## config.mk

```make
export PLATFORM = sky130hd
export DESIGN_NAME = mem_bank_atop_adapter
export DESIGN_NICKNAME = d
export VERILOG_FILES = /design/src/rtl/mem_bank_atop_adapter_pkg.sv /design/src/rtl/mem_bank_atop_adapter_alu.sv /design/src/rtl/mem_bank_atop_adapter.sv
export SDC_FILE = /design/constraint.sdc
export NUM_CORES = 1
export LEC_CHECK = 0
export CAP_MARGIN = 20
export CORE_UTILIZATION = 30
export DETAILED_ROUTE_END_ITERATION = 8
export GPL_ROUTABILITY_DRIVEN = 0
export MAX_ROUTING_LAYER = met4
export PLACE_DENSITY = 0.59
export SYNTH_ARGS = -nofsm -noshare
export SYNTH_HDL_FRONTEND = slang
export SYNTH_SLANG_ARGS = --single-unit
```

## constraint.sdc

```tcl
create_clock -name clk_i -period 6.6 [get_ports clk_i]
set_clock_uncertainty 0.1 [all_clocks]
set_input_delay 0.99 -clock clk_i [delete_from_list [all_inputs] [get_ports clk_i]]
set_output_delay 0.99 -clock clk_i [all_outputs]
set_load 0.05 [all_outputs]
```

## src/rtl/mem_bank_atop_adapter_pkg.sv

```systemverilog
// Shared encodings for the bank ATOP adapter:
// atop classes, AMO op codes and adapter FSM states.
package mem_bank_atop_adapter_pkg;

  typedef logic [5:0] atop_t;

  localparam logic [1:0] ATOP_NONE     = 2'b00;
  localparam logic [1:0] ATOP_STORE    = 2'b01;
  localparam logic [1:0] ATOP_LOAD     = 2'b10;
  localparam logic [1:0] ATOP_SWAP_CMP = 2'b11;

  localparam atop_t ATOP_SWAP = 6'b110000;
  localparam atop_t ATOP_CMP  = 6'b110001;

  typedef enum logic [2:0] {
    OP_ADD  = 3'd0,
    OP_CLR  = 3'd1,
    OP_EOR  = 3'd2,
    OP_SET  = 3'd3,
    OP_SMAX = 3'd4,
    OP_SMIN = 3'd5,
    OP_UMAX = 3'd6,
    OP_UMIN = 3'd7
  } amo_op_e;

  typedef enum logic {
    IDLE = 1'b0,
    AMO  = 1'b1
  } adp_state_e;

endpackage

```

## src/rtl/mem_bank_atop_adapter_alu.sv

```systemverilog
// Combinational AMO datapath: computes the new
// memory word from the old word and the operand.
module mem_atop_alu
  import mem_bank_atop_adapter_pkg::*;
#(
  parameter int unsigned DataWidth = 32
) (
  input  amo_op_e              i_op,
  input  logic                 i_swap,
  input  logic [DataWidth-1:0] i_old,
  input  logic [DataWidth-1:0] i_operand,
  output logic [DataWidth-1:0] o_new
);

  logic w_slt;
  logic w_ult;

  assign w_slt = $signed(i_old) < $signed(i_operand);
  assign w_ult = i_old < i_operand;

  always_comb begin
    o_new = i_old;
    if (i_swap) begin
      o_new = i_operand;
    end else begin
      case (i_op)
        OP_ADD:  o_new = i_old + i_operand;
        OP_CLR:  o_new = i_old & ~i_operand;
        OP_EOR:  o_new = i_old ^ i_operand;
        OP_SET:  o_new = i_old | i_operand;
        OP_SMAX: o_new = w_slt ? i_operand : i_old;
        OP_SMIN: o_new = w_slt ? i_old : i_operand;
        OP_UMAX: o_new = w_ult ? i_operand : i_old;
        OP_UMIN: o_new = w_ult ? i_old : i_operand;
        default: o_new = i_old;
      endcase
    end
  end

endmodule

```

## src/rtl/mem_bank_atop_adapter.sv

```systemverilog
// Bank-port to 1-cycle SRAM adapter with in-place
// atomic read-modify-write support.
module mem_bank_atop_adapter
  import mem_bank_atop_adapter_pkg::*;
#(
  parameter int unsigned AddrWidth   = 32,
  parameter int unsigned DataWidth   = 32,
  parameter bit          AtopSupport = 1'b1
) (
  input  logic                   clk_i,
  input  logic                   rst_ni,
  output logic                   busy_o,
  input  logic                   mem_req_i,
  output logic                   mem_gnt_o,
  input  logic [AddrWidth-1:0]   mem_addr_i,
  input  logic [DataWidth-1:0]   mem_wdata_i,
  input  logic [DataWidth/8-1:0] mem_strb_i,
  input  atop_t                  mem_atop_i,
  input  logic                   mem_we_i,
  output logic                   mem_rvalid_o,
  output logic [DataWidth-1:0]   mem_rdata_o,
  output logic                   sram_req_o,
  output logic                   sram_we_o,
  output logic [AddrWidth-1:0]   sram_addr_o,
  output logic [DataWidth-1:0]   sram_wdata_o,
  output logic [DataWidth/8-1:0] sram_be_o,
  input  logic [DataWidth-1:0]   sram_rdata_i
);

  localparam int unsigned BeW = DataWidth / 8;

  adp_state_e           r_state;
  logic                 r_rvalid;
  logic [AddrWidth-1:0] r_addr;
  logic [DataWidth-1:0] r_wdata;
  logic [BeW-1:0]       r_strb;
  atop_t                r_atop;

  logic                 w_is_amo;
  logic                 w_cmp;
  logic                 w_swap;
  logic [DataWidth-1:0] w_new;

  assign w_is_amo = AtopSupport &&
                    (mem_atop_i[5:4] != ATOP_NONE);
  assign w_cmp    = (r_atop == ATOP_CMP);
  assign w_swap   = (r_atop[5:4] == ATOP_SWAP_CMP);

  mem_atop_alu #(
    .DataWidth (DataWidth)
  ) u_alu (
    .i_op      (amo_op_e'(r_atop[2:0])),
    .i_swap    (w_swap),
    .i_old     (sram_rdata_i),
    .i_operand (r_wdata),
    .o_new     (w_new)
  );

  // The SRAM port is owned by the bank in IDLE and
  // by the write-back half of the atomic in AMO.
  always_comb begin
    mem_gnt_o    = 1'b0;
    sram_req_o   = 1'b0;
    sram_we_o    = 1'b0;
    sram_addr_o  = mem_addr_i;
    sram_wdata_o = mem_wdata_i;
    sram_be_o    = mem_strb_i;
    if (r_state == IDLE) begin
      mem_gnt_o  = mem_req_i;
      sram_req_o = mem_req_i;
      sram_we_o  = mem_we_i & ~w_is_amo;
      if (w_is_amo) sram_be_o = '1;
    end else begin
      sram_req_o   = ~w_cmp;
      sram_we_o    = 1'b1;
      sram_addr_o  = r_addr;
      sram_wdata_o = w_new;
      sram_be_o    = r_strb;
    end
  end

  always_ff @(posedge clk_i or negedge rst_ni) begin
    if (!rst_ni) begin
      r_state  <= IDLE;
      r_rvalid <= 1'b0;
      r_addr   <= '0;
      r_wdata  <= '0;
      r_strb   <= '0;
      r_atop   <= '0;
    end else begin
      r_rvalid <= (r_state == IDLE) & mem_req_i;
      case (r_state)
        IDLE: begin
          if (mem_req_i && w_is_amo) begin
            r_addr  <= mem_addr_i;
            r_wdata <= mem_wdata_i;
            r_strb  <= mem_strb_i;
            r_atop  <= mem_atop_i;
            r_state <= AMO;
          end
        end
        AMO:     r_state <= IDLE;
        default: r_state <= IDLE;
      endcase
    end
  end

  assign mem_rvalid_o = r_rvalid;
  assign mem_rdata_o  = sram_rdata_i;
  assign busy_o       = (r_state == AMO) | r_rvalid;

endmodule
```

-- Yosys cells after proc, flatten, opt, wreduce, memory -nomap -nowiden
Index checks and enable logic that the tools add are counted.
- bits in registers: 76
- output and inout bits: 105
- word-level logic and storage cells: 47
- input bits: 110
- reductions and logical operators: 4
- add/sub/neg operators: 1
- equality and inequality tests: 9
- $lt $le $gt $ge: 2
- muxes and demuxes: 15
- bitwise logic cells: 10
- operators by type and width (operator ; number):
    $pmux W32 S8 ; 1
    $mux W32 ; 7
    $lt A32 B32 Y1 ; 2
    $add A32 B32 Y32 ; 1
    $and A32 B32 Y32 ; 1
    $not A32 Y32 ; 1
    $or A32 B32 Y32 ; 1
    $xor A32 B32 Y32 ; 1
    $eq A3 B3 Y1 const B ; 4
    $mux W4 ; 2
    $eq A3 B2 Y1 const B ; 2
    $eq A6 B6 Y1 const B ; 1
    $mux W1 ; 4
    $eq A3 B1 Y1 const B ; 1
    $logic_not A3 Y1 ; 1
    $not A1 Y1 ; 3
    $and A1 B1 Y1 ; 2
    $eq A2 B2 Y1 const B ; 1
    $pmux W1 S2 ; 1
    $reduce_and A2 Y1 ; 1
    $reduce_bool A2 Y1 ; 1
    $logic_and A1 B1 Y1 ; 1
    $or A1 B1 Y1 ; 1

-- Longest topological paths before layout
Gate-level depths: netlist of the first run.
- depth after elaboration: 5
- gate-level depth with buffers: 14
- depth with buffers taken out: 12

-- Modules after synthesis
Synthesis of the first run repeated with hierarchy kept, for this count alone.
- cell total of the unflattened synthesis: 1012
- area, all modules: 9223.8 um2
- modules (own cells, without submodules) (module ; times used ; cells an instance ; seq. area each (um2) ; area each (um2)):
    mem_atop_alu ; 1 ; 726 ; 0.0 ; 4923.5
    mem_bank_atop_adapter ; 1 ; 286 ; 1901.8 ; 4300.4

-- Least setup slack after synthesis of the first run
OpenSTA, ideal clock, no wires.
- kind: input port to output port
- from: input port sram_rdata_i[30]
- to: output port sram_wdata_o[19]
- stages on the path: 10
- data required time: 5510 ps
- path slack: 1149 ps
- arrival: 4361 ps
- path buffers: 0
- cells stage by stage: inv_1 ha_1 nor4_4 nand3_2 or4_4 or3_1 o21ai_2 a221o_1 o21ai_1 a211oi_1
- cells in the longest elaborated chain, start to end: 5
- elaborated cells between the ends (all ways): 9
- those cells by class: order compare: 2; mux: 7
- ends and longest elaborated chain (what ; line ; RTL):
    start: declaration ; mem_bank_atop_adapter.sv:27 ; input logic [DataWidth-1:0] sram_rdata_i
    $lt A32 B32 Y1 (on tied branches) ; mem_bank_atop_adapter_alu.sv:19, mem_bank_atop_adapter_alu.sv:18 ;
    $mux W32 (on tied branches) ; -- ;
    $pmux W32 S8 * ; mem_bank_atop_adapter_alu.sv:26 ; case (i_op)
    $mux W32 * ; mem_bank_atop_adapter_alu.sv:23 ; if (i_swap) begin
    $mux W32 * ; mem_bank_atop_adapter.sv:68 ; if (r_state == IDLE) begin
    end: declaration ; mem_bank_atop_adapter.sv:25 ; output logic [DataWidth-1:0] sram_wdata_o,
Mark *: on every way between the ends. The rest lies on a longest branch, timed or not.

-- Worst setup path after layout of the first run
- from: input port sram_rdata_i[27]
- to: output port sram_wdata_o[26]
The elaborated chain is that of the path after synthesis.

==> flow_metrics.py, run 1 <==
metrics = {
    "finish": {
        "nNetsFinal": 1382,
        "stdcell_count": 1522,
        "fillers": 2726,
        "final_area_sq_um": 10800,
        "area_growth_pct": 31.01,
        "drive_gt1_frac": 0.1347,
    },
    "global_routing": {
        "grt_pass1_vias": 8103,
        "grt_usage": 0.2051,
        "grt-ovfl-total": 0,
        "grt_pass1_wl_um": 44240,
        "grt_max_degree": 72,
        "antenna_found_initial": 1,
    },
    "timing": {
        "setup_slack_ps": 564.2,
        "min_period_ps": 6036,
        "tns_ps": 0,
        "clock.fmax_mhz": 165.7,
        "hold_viol_final": 0,
        "grt_setup_unrepaired": "false",
        "tightest_slew_ps": 990.4,
        "drv_slew": 0,
        "relSlewSlack": 0.3390,
        "setup_viol": 0,
        "fin_crit_sh": 0.9145,
    },
    "power": {
        "comb_power_share": 0.568,
        "vdd_drop_max_uv": 127.9,
        "power_density_nw_per_um2": 247.7,
        "p_switching_mw": 1.271,
        "power.internal_mw": 1.405,
        "leakage_nw": 4.556,
        "power_switching_share": 0.4749,
        "seqPwrFrac": 0.228,
        "clkPwrFrac": 0.203,
        "total_power_mw": 2.676,
    },
    "floorplan": {
        "die_y_um": 167.8,
        "io_pins": 215,
        "die_area_sq_um": 28160,
        "core_sq_um": 26950,
        "dieWidth_um": 167.8,
        "rows": 60,
        "initial_core_util": 0.3060,
    },
    "flow_run": {
        "maxCapViolations": 0,
    },
    "worst_setup_path": {
        "critPathMaxFanout": 23,
        "cp.required_ps": 5510,
        "arrival_ps": 4950,
        "start_kind": "primary input",
        "path_class": "in2out",
        "rr_startpoint": "r_state",
        "worstSetupEndpointType": "output pin",
        "rrSetupSlack_ps": 3530,
        "r2r_end": "r_atop[2]",
        "ff2ff_path_depth": 5,
    },
    "clock_network": {
        "cts_max_path_buffers": 2,
        "ctsHoldBuffers": 0,
        "numCtsBuffers": 9,
        "clk_latency_ps": 340,
        "cts.sinks": 76,
        "post_cts_resized": 0,
        "cts_root_buf": "clkbuf_16",
        "path_clk_slew_ps": 70,
        "cts_tree": "done",
        "htreeDepth": 3,
        "cts_setup_buffers": 0,
    },
    "placement": {
        "pre_cts_slack_ps": 595.0,
        "place_hpwl_um": 20300,
        "io_buffers": 214,
        "dp.cells": 1503,
        "place_area_sq_um": 10440,
    },
    "yosys": {
        "synth-simple-area-share": 0.1469,
        "synth.area.mux_share": 0.09498,
        "synth_compound_area_frac": 0.2526,
        "synth_xor_area_frac": 0.02655,
        "netlist_top_cells_count": "ha_1, nand2_1, inv_1, o21ai_0, nor2_1",
        "synth_top_family_by_area": "compound AO/OA/AOI/OAI gates",
        "ys_warn_count": 0,
        "ys_types": 72,
        "synth_top_area_share": 0.2306,
        "netlist_instances": 1022,
        "synth_fa_ha_area_frac": 0.1481,
        "synth_top_area_cell": "dfrtp_1",
        "synth_area_per_cell_sq_um": 8.069,
        "synth-seq-cells": 76,
        "synth_edf_count": 0,
        "syn-cell-area_sq_um": 8247,
        "synth_ff_type": "dfrtp_1",
        "yosysSeqAreaShare": 0.2306,
        "yosysMostFrequentCell": "ha_1",
        "yosys-top-cells-area": "dfrtp_1, ha_1, mux2_2",
        "syn_nets": 1229,
        "synth-async-reset-ratio": 1.000,
    },
    "route": {
        "drtPass1Iterations": 5,
        "drc": 0,
        "drt_iter0_drc": 593,
        "drt-total-wl_um": 27780,
        "wire_per_inst_um": 18.25,
        "viasPerCell": 5.321,
        "antenna_left": 0,
        "vias": 8099,
    },
    "worst_hold_path": {
        "hp-class": "in2async",
    },
    "outcome": {
        "status": "completed",
    },
}
## logic make-up (layout without fill, tap and decap cells)
| kind of cell | Yosys count | count (layout) |
|---|---|---|
| buf+inv | 181 | 339 |
| simple gates | 253 | 253 |
| flops | 76 | 76 |
| mux | 70 | 70 |
| xor+xnor | 25 | 25 |
| compound gates | 320 | 320 |
| fa+ha+maj | 97 | 97 |
| other cells | 0 | 1 |
## state kept, by name, summed over array words and instances, names as in the netlist
| register | cells |
|---|---|
| r_state | 1 |
| r_atop | 6 |
| r_strb | 4 |
| r_wdata | 32 |
| r_addr | 32 |
| mem_rvalid_o | 1 |
## worst max-delay path by stage
stage	cells after the start	from	to
finish	13	sram_rdata_i[27]	sram_wdata_o[26]
floorplan	10	sram_rdata_i[30]	sram_wdata_o[19]
detailed placement	13	sram_rdata_i[27]	sram_wdata_o[26]
global placement	13	sram_rdata_i[27]	sram_wdata_o[26]
CTS	13	sram_rdata_i[27]	sram_wdata_o[26]
global route	13	sram_rdata_i[27]	sram_wdata_o[26]
## critical path, cell delays in order
cell and delay, ps:
clkdlybuf4s50_1 560, inv_1 70, ha_1 450, nor4_2 410
nand3_2 170, or4_4 550, o211ai_4 240, nand4_4 410
buf_4 340, a21o_1 180, a221oi_1 270, nor2_1 80
buf_4 200
## power by group through the flow
stage,clock network [mW],registers (mW),logic [mW]
floorplan,0,0.592,1.06
global placement,0,0.614,1.49
detailed placement,0,0.618,1.51
CTS,0.561,0.610,1.51
global route,0.580,0.622,1.65
finish,0.544,0.611,1.52
## final cells by class
class                   count  area [sq um]  share of cell area
repair buffers            234          2295              0.2124
clock buffers               9         225.2             0.02085
inverters                  89         334.1             0.03092
well taps                 341         426.7             0.03949
clock inverters             7         82.58            0.007643
diodes                      1         2.502           0.0002316
flip-flops and latches     76          1906              0.1764
multi-input cells         765          5533              0.5121
## stage by stage
step / hold slack (ps) / util
6_report: 331.4 / 0.4009
5_1_grt: 321.2 / 0.4009
4_1_cts: 323.4 / 0.3987
3_5_place_dp: 390.5 / 0.3873
3_3_place_gp: 375.0 / 0.3856
2_1_floorplan: 357.1 / -
## layout by cell type (no fill, tap or decap), drive strengths merged, types with 3 or more instances in the layout
master           n
a211oi          10
a21o             6
a21oi           75
a221o           15
a221oi          23
a22oi           10
a31oi           11
and2             6
and3             4
buf             53
clkbuf           9
clkdlybuf4s50  181
clkinv           3
dfrtp           76
ha              96
inv             90
mux2            66
mux2i            4
nand2           93
nand3           13
nand4            6
nor2            79
nor2b           14
nor3             8
nor4            10
o211ai          20
o21a             4
o21ai           90
o21bai           9
o221ai           5
o22ai           23
o31ai            5
or2              4
or3              5
or4              3
xnor2           21
xor2             4
## per-layer routing
metal / track usage / part of all wire / up-vias
met5: - / 0 / -
met4: 0.05664 / 0.018 / 0
met3: 0.04278 / 0.070 / 26
met2: 0.3284 / 0.46 / 282
met1: 0.2610 / 0.46 / 3856
li1: - / - / 3935
Power figures use the tool's default switching activity.
==> inputs of run 2 (changes only) <==
CTS_CLUSTER_SIZE = 14   (was not set)
==> results of run 2 <==
Final layout, timing and power as in run 1 (identical DEF).
